--- config.mk ---
export PLATFORM = sky130hd
export DESIGN_NAME = ad9767
export DESIGN_NICKNAME = d
export VERILOG_FILES = /design/src/rtl/dac_pkg.sv /design/src/rtl/dac_slew_limiter.sv /design/src/rtl/ad9767.sv
export SDC_FILE = /design/constraint.sdc
export NUM_CORES = 1
export LEC_CHECK = 0
export CELL_PAD_IN_SITES_DETAIL_PLACEMENT = 1
export CELL_PAD_IN_SITES_GLOBAL_PLACEMENT = 2
export CORE_UTILIZATION = 30
export CTS_CLUSTER_DIAMETER = 200
export DETAILED_ROUTE_END_ITERATION = 10
export PLACE_DENSITY_LB_ADDON = 0.1
export SYNTH_ARGS = -nofsm -noshare
export SYNTH_HDL_FRONTEND = slang
export SYNTH_SLANG_ARGS = --single-unit
--- constraint.sdc ---
create_clock -name da_clk -period 2.15 [get_ports da_clk]
set_input_delay 0.3225 -clock da_clk [delete_from_list [all_inputs] [get_ports da_clk]]
set_output_delay 0.3225 -clock da_clk [all_outputs]
set_load 0.005 [all_outputs]
--- src/rtl/dac_pkg.sv ---
// rtl/dac_pkg.sv - Shared state encoding, widths and saturation helper for the AD9767 driver.
package dac_pkg;

  typedef enum logic [1:0] {
    IDLE = 2'd0,
    RUN  = 2'd1,
    RAMP = 2'd2
  } state_t;

  localparam int DAC_W_DEF = 14;
  localparam int MID_CODE  = 1 << (DAC_W_DEF - 1);
  localparam int SUM_W     = 18;

  // Clamp a signed trimmed sum into the 0..max_v code range.
  function automatic logic signed [SUM_W-1:0] saturate(
    input logic signed [SUM_W-1:0] s,
    input logic signed [SUM_W-1:0] max_v
  );
    if (s < 0) return '0;
    else if (s > max_v) return max_v;
    else return s;
  endfunction

endpackage

--- src/rtl/dac_slew_limiter.sv ---
// rtl/dac_slew_limiter.sv - Per-channel output register that walks toward its target code.
// DAC_SLEW_LIMIT_EN bounds each step to SLEW_STEP; otherwise the output follows the target every edge.
module dac_slew_limiter #(
  parameter int DAC_WIDTH = 14,
  parameter int SLEW_STEP = 64
) (
  input  logic                 da_clk,
  input  logic                 rst,
  input  logic [DAC_WIDTH-1:0] target,
  input  logic                 force_mid,
  output logic [DAC_WIDTH-1:0] out,
  output logic                 changed
);

  localparam logic [DAC_WIDTH-1:0] MID = {1'b1, {(DAC_WIDTH-1){1'b0}}};
  localparam int FULL = 1 << DAC_WIDTH;
`ifdef DAC_SLEW_LIMIT_EN
  localparam int LIMIT = SLEW_STEP;
`else
  // A step of at least full scale never clamps, so out lands on target each edge.
  localparam int LIMIT = (SLEW_STEP > FULL) ? SLEW_STEP : FULL;
`endif

  int                   diff;
  logic [DAC_WIDTH-1:0] out_nxt;
  logic [DAC_WIDTH-1:0] out_d;

  always_comb begin
    diff    = int'(target) - int'(out);
    out_nxt = target;
    if (diff > LIMIT) out_nxt = out + DAC_WIDTH'(LIMIT);
    else if (diff < -LIMIT) out_nxt = out - DAC_WIDTH'(LIMIT);
    out_d = force_mid ? MID : out_nxt;
  end

  always_ff @(posedge da_clk) begin
    if (rst) begin
      out     <= MID;
      changed <= 1'b0;
    end else begin
      out     <= out_d;
      changed <= (out_d != out);
    end
  end

endmodule

--- src/rtl/ad9767.sv ---
// rtl/ad9767.sv - Dual-channel AD9767 driver: trim, saturate, offset-binary coding, ramp-to-mid shutdown.
// DAC_SLEW_LIMIT_EN compiles in the slew limiter; otherwise RAMP snaps outputs to midscale in one cycle.
module ad9767
  import dac_pkg::*;
#(
  parameter int                DAC_WIDTH  = DAC_W_DEF,
  parameter int                SLEW_STEP  = 64,
  parameter logic signed [15:0] OFFSET_CH1 = 16'sd0,
  parameter logic signed [15:0] OFFSET_CH2 = 16'sd0
) (
  input  logic                 da_clk,
  input  logic                 rst,
  input  logic                 enable,
  input  logic [15:0]          volt_ch1,
  input  logic [15:0]          volt_ch2,
  input  logic                 volt_valid,
  output logic                 volt_ready,
  output logic [DAC_WIDTH-1:0] da1_out,
  output logic [DAC_WIDTH-1:0] da2_out,
  output logic                 da_update,
  output logic                 sat,
  output logic                 busy
);

  localparam logic [DAC_WIDTH-1:0]    MID   = {1'b1, {(DAC_WIDTH-1){1'b0}}};
  localparam logic signed [SUM_W-1:0] MAX_V = SUM_W'((1 << DAC_WIDTH) - 1);
  localparam logic signed [SUM_W-1:0] MID_S = SUM_W'(MID);
  localparam logic signed [SUM_W-1:0] OFF1  = {{(SUM_W-16){OFFSET_CH1[15]}}, OFFSET_CH1};
  localparam logic signed [SUM_W-1:0] OFF2  = {{(SUM_W-16){OFFSET_CH2[15]}}, OFFSET_CH2};

  state_t                  state, next_state;
  logic signed [SUM_W-1:0] sum1, sum2, clamp1, clamp2;
  logic                    clip1, clip2, load, force_mid, upd1, upd2;
  logic [DAC_WIDTH-1:0]    target1, target2;

  always_comb begin
    sum1   = $signed({{(SUM_W-16){volt_ch1[15]}}, volt_ch1}) + OFF1 + MID_S;
    sum2   = $signed({{(SUM_W-16){volt_ch2[15]}}, volt_ch2}) + OFF2 + MID_S;
    clamp1 = saturate(sum1, MAX_V);
    clamp2 = saturate(sum2, MAX_V);
    clip1  = (clamp1 != sum1);
    clip2  = (clamp2 != sum2);
  end

  always_comb begin
    next_state = state;
    case (state)
      IDLE:    if (enable) next_state = RUN;
      RUN:     if (!enable) next_state = RAMP;
      RAMP:    if (da1_out == MID && da2_out == MID) next_state = IDLE;
      default: next_state = IDLE;
    endcase
  end

  // A pair offered on the edge that leaves RUN is dropped in favour of the MID target.
  assign load = volt_valid && volt_ready && (state == RUN) && (next_state == RUN);

`ifdef DAC_SLEW_LIMIT_EN
  assign force_mid = (state == IDLE);
`else
  assign force_mid = (next_state != RUN);
`endif

  always_ff @(posedge da_clk) begin
    if (rst) begin
      state      <= IDLE;
      volt_ready <= 1'b0;
      sat        <= 1'b0;
      target1    <= MID;
      target2    <= MID;
    end else begin
      state      <= next_state;
      volt_ready <= (state == RUN);
      sat        <= load && (clip1 || clip2);
      if (next_state != RUN) begin
        target1 <= MID;
        target2 <= MID;
      end else if (load) begin
        target1 <= clamp1[DAC_WIDTH-1:0];
        target2 <= clamp2[DAC_WIDTH-1:0];
      end
    end
  end

  dac_slew_limiter #(.DAC_WIDTH(DAC_WIDTH), .SLEW_STEP(SLEW_STEP)) u_slew_ch1 (
    .da_clk    (da_clk),
    .rst       (rst),
    .target    (target1),
    .force_mid (force_mid),
    .out       (da1_out),
    .changed   (upd1)
  );

  dac_slew_limiter #(.DAC_WIDTH(DAC_WIDTH), .SLEW_STEP(SLEW_STEP)) u_slew_ch2 (
    .da_clk    (da_clk),
    .rst       (rst),
    .target    (target2),
    .force_mid (force_mid),
    .out       (da2_out),
    .changed   (upd2)
  );

  assign da_update = upd1 | upd2;
  assign busy      = (state != IDLE);

endmodule
# After elaboration in Yosys (flattened, before gate mapping)
# Cells that the tools add are included.
dict set report classes {
  n_bitwise 1
  n_addsub 4
  n_lt_le_gt_ge 8
  n_eq_ne 10
  reduce_logical 9
  muxes 14
}
# cell count
set ops {}
lappend ops {{14-bit 2-to-1 mux} 6}
lappend ops {{18-bit 2-to-1 mux} 4}
lappend ops {{32-bit by 16-bit greater-than comparator with 1-bit output (second input constant)} 2}
lappend ops {{32-bit by 15-bit < comparator with 1-bit output (second input constant)} 2}
lappend ops {{18-bit by 17-bit inequality test with 1-bit output} 2}
lappend ops {{16-bit by 15-bit adder with 17-bit output (second input constant)} 2}
lappend ops {{17-bit by 15-bit greater-than comparator with 1-bit output (second input constant)} 2}
lappend ops {{17-bit by 1-bit < comparator with 1-bit output (second input constant)} 2}
lappend ops {{14-bit by 14-bit subtractor with 15-bit output} 2}
lappend ops {{14-bit == test (second input constant)} 2}
lappend ops {{14-bit inequality test} 2}
lappend ops {{2-bit 2-to-1 mux} 3}
lappend ops {{2-bit one-hot mux with 3 select lines} 1}
lappend ops {{1-bit logical AND} 5}
lappend ops {{2-bit by 1-bit == test with 1-bit output (second input constant)} 2}
lappend ops {{2-bit == test (second input constant)} 1}
lappend ops {{2-bit logical NOT} 1}
lappend ops {{2-bit by 1-bit inequality test with 1-bit output (second input constant)} 1}
lappend ops {{2-bit nonzero test} 1}
lappend ops {{2-bit OR reduction} 1}
lappend ops {{1-bit logical OR} 1}
lappend ops {{1-bit OR} 1}
dict set report totals {
  elab_cells 55
  output_inout_bits 32
  input_bits 36
  ff_bits 62
}

# Depth between registers and ports, before layout
dict set report depth {
  ltp_word 7
  mapped_depth 7
  depth_no_buf 6
}

# Hierarchy
# From an unflattened synthesis, not the netlist that was laid out.
dict set report unflattened {
  hier_cells 347
  area_unflattened_um2 2946.6
}
# mod cells_per_inst area_per_inst_um2 n_inst seq_area_each_um2
set modules_own_cells {}
lappend modules_own_cells {dac_slew_limiter 85 757.0 2 300.3}
lappend modules_own_cells {ad9767 177 1432.6 1 640.6}

# Worst setup path before layout
# No wires, ideal clock.
dict set report synth_path {
  path_kind {input port to flip-flop}
  from {input volt_ch2[13]}
  to {register target2[10]}
  path_buffers 1
  t_arrival_ns 1.494
  path_slack_ns 0.519
  path_stages 6
  setup_time_ns 0.137
  required_ns 2.013
  path_cell_list {ha_1 -> or2_1 -> a21o_1 -> a221oi_4 -> buf_6 -> a211oi_2}
}
dict set report synth_via {
  elab_chain_cells 4
  word_cells_on_any_way 5
  classes_between {add/sub: 1; order compare: 2; mux: 2}
}
# element line
set synth_rtl {}
lappend synth_rtl {{from (decl)} ad9767.sv:15} ;# input logic [15:0] volt_ch2,
lappend synth_rtl {{16-bit by 15-bit adder with 17-bit output (*)} ad9767.sv:38} ;# sum2 = $signed({{(SUM_W-16){volt_ch2[15]}}, volt_ch2}) + OFF2 + MID_S;
lappend synth_rtl {{17-bit by 15-bit greater-than comparator with 1-bit output} dac_pkg.sv:20} ;# else if (s > max_v) return max_v;
lappend synth_rtl {{18-bit 2-to-1 mux} dac_pkg.sv:20}
lappend synth_rtl {{18-bit 2-to-1 mux (*)} dac_pkg.sv:19} ;# if (s < 0) return '0;
lappend synth_rtl {{to (signal assigned)} ad9767.sv:80} ;# target2 <= clamp2[DAC_WIDTH-1:0];
lappend synth_rtl {{to (decl)} ad9767.sv:34} ;# logic [DAC_WIDTH-1:0] target1, target2;
# Mark *: on every way between the ends. The rest lies on a longest branch, timed or not.
# A chain may end at the register's enable or synchronous reset.

# Final worst setup path
dict set report layout_path {
  from {register state[1]}
  to {output busy}
}
dict set report layout_via {
  elab_chain_cells 1
}
# element line
set layout_rtl {}
lappend layout_rtl {{from (decl)} ad9767.sv:31} ;# state_t state, next_state;
lappend layout_rtl {{from (signal assigned)} ad9767.sv:72} ;# state <= next_state;
lappend layout_rtl {{2-bit nonzero test} ad9767.sv:104} ;# assign busy = (state != IDLE);
lappend layout_rtl {{to (decl)} ad9767.sv:22} ;# output logic busy
# No other way between the ends.

==> flow_summary.yaml <==
placed_design:
  numPortBuffers: 67
  hpwl_mm: 7.32
  place_congestion: 0.791
  dpl-instance-area_um2: 4060
  placed_cells: 555
routing:
  highest_layer: "met4"
  dr.pass1.iters: 4
  route.detailed.drc: 0
  wl_mm: 9.55
  final_antenna_net_count: 0
  drt-vias-per-instance: 5.13
  drt-initial-drc-count: 98
  wl_met3_um: 436
  avgRoutedWirePerCell_um: 16.8
  num_vias: 2923
  wl_met1_mm: 4.84
  dr_wl_met2_mm: 4.18
sta:
  slew_violations: 0
  hold_violations: 0
  setup_viol: 0
  tightestPinTransition_ns: 0.560
  period_share: 0.874
  fmax_mhz: 532
  relSlewSlack: 0.623
  setup_tns_ns: 0
  min_period_ns: 1.88
  rsz0062_at_grt: "no"
  fin_skew_ns: 0.0144
final_layout:
  stdcell_area_um2: 4230
  fin_nets: 470
  syn_to_final_growth_pct: 34.2
  final_util: 0.413
  n_antenna_cell: 0
  fillers: 1198
  final_layout_size_suffix_gt1_frac: 0.122
  instances_no_fill: 570
synthesis:
  synthCells: 351
  synth_edf_count: 0
  synth_common_cells: "dfxtp_1 (62), nor2_1 (42), and2_1 (27), nand2_1 (27), nand4_1 (14)"
  yosysMostFrequentCell: "dfxtp_1"
  synth_area_leaders: "dfxtp_1 (39%), and2_1 (5.4%), nor2_1 (5.0%)"
  synth_nets: 391
  yosys_warnings: 0
  yosys_register_bits: 62
  async_flop_share: 0
  avgSynthCellArea_um2: 8.97
  synth_cell_type_count: 50
  synthesis.area_um2: 3150
  ys.flop_type: "dfxtp_1"
  synth_top_area_cell: "dfxtp_1"
  yosysSeqAreaShare: 0.394
  synth_top_area_frac: 0.394
clock_network:
  cts_max_path_buffers: 2
  clk_pin_slew_worst_paths_ns: 0.07
  root_buffer: "clkbuf_8"
  clock_sinks: 62
  clk_latency_ns: 0.34
  ctsHoldBuffers: 0
  cts_tree: "built"
  post_cts_buffers: 0
  post_cts_resize_count: 0
  htree_levels: 3
  cts_buffers: 9
floorplan:
  die_area_um2: 10900
  die_x_um: 104
  die_h_um: 104
  core_area_um2: 10200
  initial_core_util: 0.308
  row_count: 37
  io_pins: 68
grt:
  grt_util_all_layers: 0.183
  grt_max_degree: 21
  antenna_found_initial: 0
  grt_pass1_vias: 2939
  grt-ovfl-total: 0
  grt_pass1_wl_mm: 15.4
run_status:
  status: "finished, final reports clean"
run:
  timing.max_cap.violations: 0
setup_path:
  end_kind: "primary output"
  cpMaxStageDelayCell: "dfxtp_1"
  critPathMaxStageDelay_ns: 0.56
  cp_top_family: "flip-flops"
  cp_cell_sequence: "or2_2 -> clkdlybuf4s50_1"
  crit_fanout: 12
  cp-start-kind: "flop"
  cp.arrival_ns: 1.56
  critPathBufInv: 1
  cp.required_ns: 1.83
  crit_type: "reg2out"
power:
  vdd_drop_max_mv: 0.248
  power.leakage_nw: 1.44
  powerDensity_nw_per_um2: 545
min_path:
  worst_hold_path_type: "reg2reg"
flip-flops by register name (all words and copies together), names as in the netlist:
| register | count |
|---|---|
| target2 | 14 |
| target1 | 14 |
| state | 2 |
| u_slew_ch1.changed | 1 |
| u_slew_ch2.out | 14 |
| u_slew_ch2.changed | 1 |
| u_slew_ch1.out | 14 |
| sat | 1 |
| volt_ready | 1 |
where the power goes:
| group | switching [mW] | internal [mW] | total (mW) |
|---|---|---|---|
| combinational | 0.116 | 0.113 | 0.229 |
| clock | 0.442 | 0.475 | 0.918 |
| sequential | 0.00494 | 1.15 | 1.16 |
stage by stage:
stage | worst slack, ns | hold WS [ns] | total power, mW
3_5_place_dp | -0.0602 | 0.503 | 1.41
2_1_floorplan | 0.519 | 0.392 | 1.28
3_3_place_gp | -0.0449 | 0.499 | 1.41
6_report | 0.270 | 0.515 | 2.30
4_1_cts | 0.269 | 0.513 | 2.34
5_1_grt | 0.161 | 0.546 | 2.41
metal layers:
| metal | up-vias | GRT usage |
|---|---|---|
| met5 | - | 0 |
| met4 | 0 | 0.0643 |
| met3 | 7 | 0.0320 |
| met2 | 63 | 0.282 |
| met1 | 1416 | 0.255 |
| li1 | 1437 | - |
placed cells by master, fill, tap and decap left out, types with 9 or more instances in the layout:
master,instances
clkbuf_8,11
buf_4,17
o31ai_1,9
nand4_1,14
nor2b_1,11
nand2_1,27
and2_1,27
clkdlybuf4s50_1,67
a211oi_2,10
xnor2_1,11
dfxtp_1,62
nor2_1,42
o21ai_0,11
worst reg2reg max path: stages, from the launching register on:
cell and delay [ns]:
dfxtp_1 0.56, nand2b_4 0.29, buf_4 0.18, nor2_1 0.05, o32ai_1 0.28, a41oi_1 0.19
layout make-up:
type                            instances  area [um2]  share of cell area
Clock buffer                           14         163              0.0385
Multi-Input combinational cell        265        1790               0.423
Timing Repair Buffer                   86         838               0.198
Sequential cell                        62        1240               0.294
Clock inverter                          1        5.00             0.00118
Inverter                                6        22.5             0.00533
Tap cell                              136         170              0.0403
kinds of logic after synthesis:
logic type | synth area share
DFF | 0.394
buffers and inverters | 0.0389
adders and majority gates | 0.0159
and+or+nand+nor | 0.297
xor gates and xnor gates | 0.0417
AOI/OAI and AO/OA | 0.212
path summary, 6_finish.rpt:
| path | start | to | slack, ns | cells after the start |
|---|---|---|---|---|
| setup / recovery | state[1] | busy | 0.27 | 2 |
| hold / removal | target1[5] | target1[5] | 0.51 | 2 |
| setup reg to reg | state[1] | u_slew_ch2.changed | 0.45 | 5 |
| hold reg to reg | target1[5] | target1[5] | 0.51 | 2 |
Power figures use the tool's default switching activity.
